`config.mk`:
```
export PLATFORM = sky130hd
export DESIGN_NAME = chroma_keyer
export DESIGN_NICKNAME = d
export VERILOG_FILES = /design/src/rtl/greenscreen_pkg.sv /design/src/rtl/chroma_key_compare.sv /design/src/rtl/chroma_keyer.sv
export SDC_FILE = /design/constraint.sdc
export NUM_CORES = 1
export LEC_CHECK = 0
export CAP_MARGIN = 25
export CORE_ASPECT_RATIO = 1.2
export CORE_MARGIN = 5
export CORE_UTILIZATION = 48
export CTS_CLUSTER_DIAMETER = 40
export DETAILED_ROUTE_END_ITERATION = 16
export GPL_TIMING_DRIVEN = 0
export PLACE_DENSITY = 0.74
export SYNTH_ARGS = -nofsm -noshare
export SYNTH_HDL_FRONTEND = slang
export SYNTH_HIERARCHICAL = 1
export SYNTH_SLANG_ARGS = --single-unit
```
`constraint.sdc`:
```
create_clock -name iCLK -period 2.2 [get_ports iCLK]
set_input_delay 0.44 -clock iCLK [delete_from_list [all_inputs] [get_ports iCLK]]
set_output_delay 0.44 -clock iCLK [all_outputs]
set_load 0.05 [all_outputs]
```
`src/rtl/greenscreen_pkg.sv`:
```
// Shared definitions for the green-screen keying path: mode encodings,
// default component width and a packed RGB pixel type.
package greenscreen_pkg;

  localparam int GS_DATA_W = 12;

  typedef enum logic [1:0] {
    MODE_BYPASS = 2'd0,
    MODE_SOLID  = 2'd1,
    MODE_CHECK  = 2'd2,
    MODE_MASK   = 2'd3
  } mode_e;

  typedef struct packed {
    logic [GS_DATA_W-1:0] r;
    logic [GS_DATA_W-1:0] g;
    logic [GS_DATA_W-1:0] b;
  } rgb_t;

endpackage

```
`src/rtl/chroma_key_compare.sv`:
```
// Pipeline stages 1-2: margin add, then green-dominance compare. The pixel,
// its valid and an opaque sideband word are delayed to stay aligned with key_o.
module chroma_key_compare
  import greenscreen_pkg::*;
#(
  parameter int DATA_W = GS_DATA_W,
  parameter int SIDE_W = 1
) (
  input  logic              clk_i,
  input  logic              srst_i,
  input  logic [DATA_W-1:0] red_i,
  input  logic [DATA_W-1:0] green_i,
  input  logic [DATA_W-1:0] blue_i,
  input  logic              valid_i,
  input  logic [SIDE_W-1:0] side_i,
  input  logic [DATA_W-1:0] margin_i,
  input  logic [DATA_W-1:0] min_green_i,
  output logic [DATA_W-1:0] red_o,
  output logic [DATA_W-1:0] green_o,
  output logic [DATA_W-1:0] blue_o,
  output logic              valid_o,
  output logic [SIDE_W-1:0] side_o,
  output logic              key_o
);

  logic [DATA_W:0]   sum_r_d, sum_b_d, sum_r_q, sum_b_q;
  logic [DATA_W-1:0] red1_q, green1_q, blue1_q;
  logic              valid1_q;
  logic [SIDE_W-1:0] side1_q;
  logic              key_d;

  // Sums carry one extra bit so a large margin can never wrap into a false key.
  always_comb begin
    sum_r_d = {1'b0, red_i} + {1'b0, margin_i};
    sum_b_d = {1'b0, blue_i} + {1'b0, margin_i};
    key_d   = ({1'b0, green1_q} >= sum_r_q) &&
              ({1'b0, green1_q} >= sum_b_q) &&
              (green1_q >= min_green_i);
  end

  always_ff @(posedge clk_i) begin
    if (srst_i) begin
      sum_r_q  <= '0;
      sum_b_q  <= '0;
      red1_q   <= '0;
      green1_q <= '0;
      blue1_q  <= '0;
      valid1_q <= 1'b0;
      side1_q  <= '0;
      red_o    <= '0;
      green_o  <= '0;
      blue_o   <= '0;
      valid_o  <= 1'b0;
      side_o   <= '0;
      key_o    <= 1'b0;
    end else begin
      sum_r_q  <= sum_r_d;
      sum_b_q  <= sum_b_d;
      red1_q   <= red_i;
      green1_q <= green_i;
      blue1_q  <= blue_i;
      valid1_q <= valid_i;
      side1_q  <= side_i;
      red_o    <= red1_q;
      green_o  <= green1_q;
      blue_o   <= blue1_q;
      valid_o  <= valid1_q;
      side_o   <= side1_q;
      key_o    <= key_d;
    end
  end

endmodule

```
`src/rtl/chroma_keyer.sv`:
```
// Green-screen keyer: classifies each pixel, substitutes a background chosen
// by the per-frame mode, and reports the keyed-pixel count of each frame.
module chroma_keyer
  import greenscreen_pkg::*;
#(
  parameter int DATA_W      = GS_DATA_W,
  parameter int H_ACTIVE    = 640,
  parameter int CNT_W       = 20,
  parameter int CHECK_SHIFT = 4
) (
  input  logic                iCLK,
  input  logic                iRST,
  input  logic [DATA_W-1:0]   iRed,
  input  logic [DATA_W-1:0]   iGreen,
  input  logic [DATA_W-1:0]   iBlue,
  input  logic                iDataValid,
  input  logic                iFrameValid,
  input  logic [1:0]          iMode,
  input  logic [DATA_W-1:0]   iMargin,
  input  logic [DATA_W-1:0]   iMinGreen,
  input  logic [3*DATA_W-1:0] iBgColor,
  output logic [DATA_W-1:0]   oRed,
  output logic [DATA_W-1:0]   oGreen,
  output logic [DATA_W-1:0]   oBlue,
  output logic                oDataValid,
  output logic                oFrameValid,
  output logic [CNT_W-1:0]    oKeyCount,
  output logic                oKeyCountValid
);

  localparam int X_W    = (H_ACTIVE > 1) ? $clog2(H_ACTIVE) : 1;
  localparam int Y_W    = 10;
  localparam int SIDE_W = 4;
  localparam logic [X_W-1:0] X_LAST = X_W'(H_ACTIVE - 1);

  logic           fv_hist_q, frame_rise;
  logic [X_W-1:0] x_q, x_d, x_cur;
  logic [Y_W-1:0] y_q, y_d, y_cur;
  mode_e          mode_q, mode_cur;
  logic [SIDE_W-1:0] side_s0, side_s2;

  // A rising frame edge clears position and latches the mode in the same
  // cycle, so the first pixel of a frame already sees x=0, y=0 and the new mode.
  always_comb begin
    frame_rise = iFrameValid & ~fv_hist_q;
    x_cur      = frame_rise ? '0 : x_q;
    y_cur      = frame_rise ? '0 : y_q;
    mode_cur   = frame_rise ? mode_e'(iMode) : mode_q;
    x_d        = x_cur;
    y_d        = y_cur;
    if (iDataValid) begin
      if (x_cur == X_LAST) begin
        x_d = '0;
        y_d = y_cur + Y_W'(1);
      end else begin
        x_d = x_cur + X_W'(1);
      end
    end
    side_s0 = {iFrameValid, mode_cur, x_cur[CHECK_SHIFT] ^ y_cur[CHECK_SHIFT]};
  end

  always_ff @(posedge iCLK) begin
    if (iRST) begin
      fv_hist_q <= 1'b0;
      x_q       <= '0;
      y_q       <= '0;
      mode_q    <= MODE_BYPASS;
    end else begin
      fv_hist_q <= iFrameValid;
      x_q       <= x_d;
      y_q       <= y_d;
      mode_q    <= mode_cur;
    end
  end

  logic [DATA_W-1:0] red_s2, green_s2, blue_s2;
  logic              valid_s2, key_s2;

  chroma_key_compare #(
    .DATA_W (DATA_W),
    .SIDE_W (SIDE_W)
  ) u_compare (
    .clk_i       (iCLK),
    .srst_i      (iRST),
    .red_i       (iRed),
    .green_i     (iGreen),
    .blue_i      (iBlue),
    .valid_i     (iDataValid),
    .side_i      (side_s0),
    .margin_i    (iMargin),
    .min_green_i (iMinGreen),
    .red_o       (red_s2),
    .green_o     (green_s2),
    .blue_o      (blue_s2),
    .valid_o     (valid_s2),
    .side_o      (side_s2),
    .key_o       (key_s2)
  );

  logic               fv_s2, chk_s2;
  mode_e              mode_s2;
  logic [3*DATA_W-1:0] pix_d, pix_q;

  assign fv_s2   = side_s2[3];
  assign mode_s2 = mode_e'(side_s2[2:1]);
  assign chk_s2  = side_s2[0];

  always_comb begin
    pix_d = {red_s2, green_s2, blue_s2};
    if (key_s2) begin
      case (mode_s2)
        MODE_SOLID: pix_d = iBgColor;
        MODE_CHECK: pix_d = chk_s2 ? '1 : '0;
        MODE_MASK:  pix_d = '0;
        default:    pix_d = {red_s2, green_s2, blue_s2};
      endcase
    end else if (mode_s2 == MODE_MASK) begin
      pix_d = '1;
    end
    if (!valid_s2) pix_d = '0;
  end

  logic             valid_q, key_q, fv_q, fv_out_hist_q, kcv_q, key_inc, frame_fall;
  logic [CNT_W-1:0] count_q, count_sum, count_d, kc_q;

  // The pixel leaving stage 3 in the falling-edge cycle still belongs to the
  // total being reported.
  always_comb begin
    key_inc    = valid_q & key_q;
    frame_fall = fv_out_hist_q & ~fv_q;
    count_sum  = count_q;
    if (key_inc && (count_q != '1)) count_sum = count_q + CNT_W'(1);
    count_d    = frame_fall ? '0 : count_sum;
  end

  always_ff @(posedge iCLK) begin
    if (iRST) begin
      pix_q         <= '0;
      valid_q       <= 1'b0;
      key_q         <= 1'b0;
      fv_q          <= 1'b0;
      fv_out_hist_q <= 1'b0;
      count_q       <= '0;
      kc_q          <= '0;
      kcv_q         <= 1'b0;
    end else begin
      pix_q         <= pix_d;
      valid_q       <= valid_s2;
      key_q         <= key_s2;
      fv_q          <= fv_s2;
      fv_out_hist_q <= fv_q;
      count_q       <= count_d;
      kcv_q         <= frame_fall;
      if (frame_fall) kc_q <= count_sum;
    end
  end

  assign oRed           = pix_q[3*DATA_W-1 -: DATA_W];
  assign oGreen         = pix_q[2*DATA_W-1 -: DATA_W];
  assign oBlue          = pix_q[DATA_W-1:0];
  assign oDataValid     = valid_q;
  assign oFrameValid    = fv_q;
  assign oKeyCount      = kc_q;
  assign oKeyCountValid = kcv_q;

endmodule

```
==> reports/results.txt <==
Post-synth design cell area: 9110 um^2
Initial antenna violation count: 1
Busiest grt layer: met2
Worst path required time: 1760 ps
Total Wirelength: 22200 um
Reported net switching power: 0.00225 W
HPWL after detailed placement: 17100 um
Tightest Pin Transition: 657 ps
Number of CTS-inserted buffers: 27
Diodes inserted: 0
Initial Util: 48.5%
Combinational fraction of design power: 11.3%
Share of flip-flops with an asynchronous set or reset: 0%
Worst path slowest cell: clkdlybuf4s50_1
Max stage delay on crit path: 820 ps
Pint: 0.00708 W
Core ar.: 18800 um^2
Reg clk slew, reported paths: 60 ps
Number of placement rows: 55
IO Count: 161
Clock Tree Root: clkbuf_16
Buf/Inv on CP: 1
Worst Path Arrival: 1690 ps
Drt pass-1 iters: 5
Share of cells above drive strength 1: 11.8%
Buffers on Ports: 160
Final Setup Violations: 0
Total GRT Usage: 20.3%
Post-route ant nets: 0
Net Sw Frac: 24.1%
Largest net degree at the start of global routing: 14
Setup TNS: 0 ps
Outcome: complete, no violations
Kind of critical path: reg -> out
Drt drc: 0
Peak VDD IR: 569 uV
Ys flop type: dfxtp_1
PwrDens: 772 nW/um^2
Final hold viol count: 0
Drt initial violations: 376
Hold Crit Class: in -> reg
Final max-slew violation count: 0
Delay-heaviest family, CP: buffers and inverters
Vias in the first global route: 7187
Synth area leaders: dfxtp_1, ha_1, nor2b_1
Most frequent cells after synthesis: dfxtp_1, nor2_1, nor2b_1
Post-synthesis instance total: 938
Avg Inst Size Synth: 9.71 um^2
Worst relative slew slack: 56.2%
Max Cap Violations: 0
Latest clock arrival within the worst-skew pair: 520 ps
Gpl congestion: 0.871
Area leader, netlist: dfxtp_1
Fin crit share: 96.8%
Post-synth EDFFs: 0
Total grt overflow: 0
Clk sinks: 208
Critical-path cell list: clkdlybuf4s50_1
Cell variety after synth: 62
Global-route wire length before repair: 35900 um
CP max FO: 3
Area of the die: 21800 um^2
Pleak: 4.86 nW
Die Width: 136 um
CTS Hold Bufs: 0
Minimum clock period: 2130 ps
Area grow syn2layout: 32.7%
Top-count cell post-synth: dfxtp_1
Htree depth: 1
Seq/Total Area, Yosys: 45.7%
Met3 Track Usage GR: 3.20%
Wirelength per Cell: 15.8 um
Clk pwr share: 46.2%
Synth top area share: 45.7%
DR vias: 7196
CTS tree: done
Final nets: 1301
FMAX: 469 MHz
Sequential power share: 42.5%
Syn nets: 1105
Synth warn: 6
Synthesis-stage register bit count: 208
Max Root-Sink Buffers: 3
Critical path startpoint category: flip-flop
CP Capture Type: output pin
DR vias/cell: 5.11
M2 GR Usage: 34.9%
Clock skew: 16.0 ps
Power Total: 0.00933 W
Die height: 161 um
Grt met1 use: 26.0%
==> final cells by class <==
cell class	count	area, um^2
buffer	42	181
clock buffer	33	738
clock inverter	15	169
fill	1533	6700
inverter	47	176
multi-input combinational	641	4690
sequential	208	4160
tap	256	320
timing repair buffer	167	1650
==> routing by layer <==
metal  up-vias  part of all wire (%)
met3        31                   4.8
li1       3633                     -
met4         0                   2.3
met1      3347                    44
met5         -                     0
met2       185                    49
==> cells by family (layout without fill, tap and decap cells) <==
kind of cell,after synthesis,in the layout,synth area share [%]
AO/OA/AOI/OAI,154,154,13.6
buffers and inverters,89,304,3.86
XOR/XNOR,43,43,4.13
adder cells (fa/ha/maj),65,65,9.09
flip-flops,208,208,45.7
multiplexers,42,42,4.63
AND/OR/NAND/NOR,337,337,19.0
==> power groups by stage <==
| stage | sequential [W] | combinational, W | clock [W] |
|---|---|---|---|
| after floorplan | 0.00405 | 0.000622 | 0 |
| after global placement | 0.00404 | 0.00101 | 0 |
| after detailed placement | 0.00405 | 0.00103 | 0 |
| after CTS | 0.00397 | 0.00104 | 0.00439 |
| after global routing | 0.00398 | 0.00118 | 0.00458 |
| final | 0.00397 | 0.00106 | 0.00431 |
==> metrics by stage <==
step / setup WS [ps] / area, um^2 / instances / util, % / hold WS [ps]
3_3_place_gp: -883 / 11000 / 1354 / 58.7 / 418
2_1_floorplan: 18.9 / 9110 / 938 / - / 414
4_1_cts: 4.26 / 12000 / 1403 / 63.8 / 361
6_report: 69.4 / 12100 / 1409 / 64.4 / 375
5_1_grt: -3.64 / 12100 / 1409 / 64.4 / 370
3_5_place_dp: -962 / 11000 / 1354 / 58.7 / 424
==> state kept, by name (all words and copies together), names as in the netlist, 10 cells and up <==
signal / flops
u_compare/green1_q: 12
u_compare/blue1_q: 12
u_compare/red_o: 12
u_compare/sum_b_q: 13
u_compare/sum_r_q: 13
oKeyCount: 20
count_q: 20
x_q: 10
u_compare/green_o: 12
u_compare/blue_o: 12
pix_q: 36
u_compare/red1_q: 12
==> cell usage in the layout (no fill, tap or decap), types with 4 or more instances in the layout <==
cell	instances
a211oi_1	8
a21o_1	13
a21oi_1	28
and2_1	5
and3_1	5
buf_2	4
buf_4	7
clkbuf_1	35
clkbuf_16	27
clkbuf_8	4
clkdlybuf4s50_1	157
dfxtp_1	208
ha_1	61
inv_1	47
inv_6	5
mux2i_1	41
nand2_1	57
nand2b_1	10
nand3_1	16
nand4_1	12
nor2_1	105
nor2b_1	94
nor3_1	8
nor4_1	4
o211ai_2	4
o21ai_0	18
o21ai_1	18
o221a_2	36
xnor2_1	24
xor2_1	17
==> path summary, 6_finish.rpt <==
path	from	to	slack, ps	cells past startpoint
worst min register to register	u_compare/red1_q[1]$_SDFF_PP0_	u_compare/red_o[1]$_SDFF_PP0_	430	1
worst max-delay path	oDataValid$_SDFF_PP0_	oDataValid	70	1
worst max register to register	count_q[0]$_SDFF_PP0_	oKeyCount[11]$_SDFFE_PP0P_	130	7
worst min-delay path	iBlue[0]	u_compare/blue1_q[0]$_SDFF_PP0_	370	2
==> timing repair <==
item                                    in CTS  in global routing
gates resized for setup                     14                 12
pin swaps                                    6                  6
endpoints found under the setup margin      28                 76
setup buffers                                1                  6
Note: power is estimated with default switching activity, not from simulation.
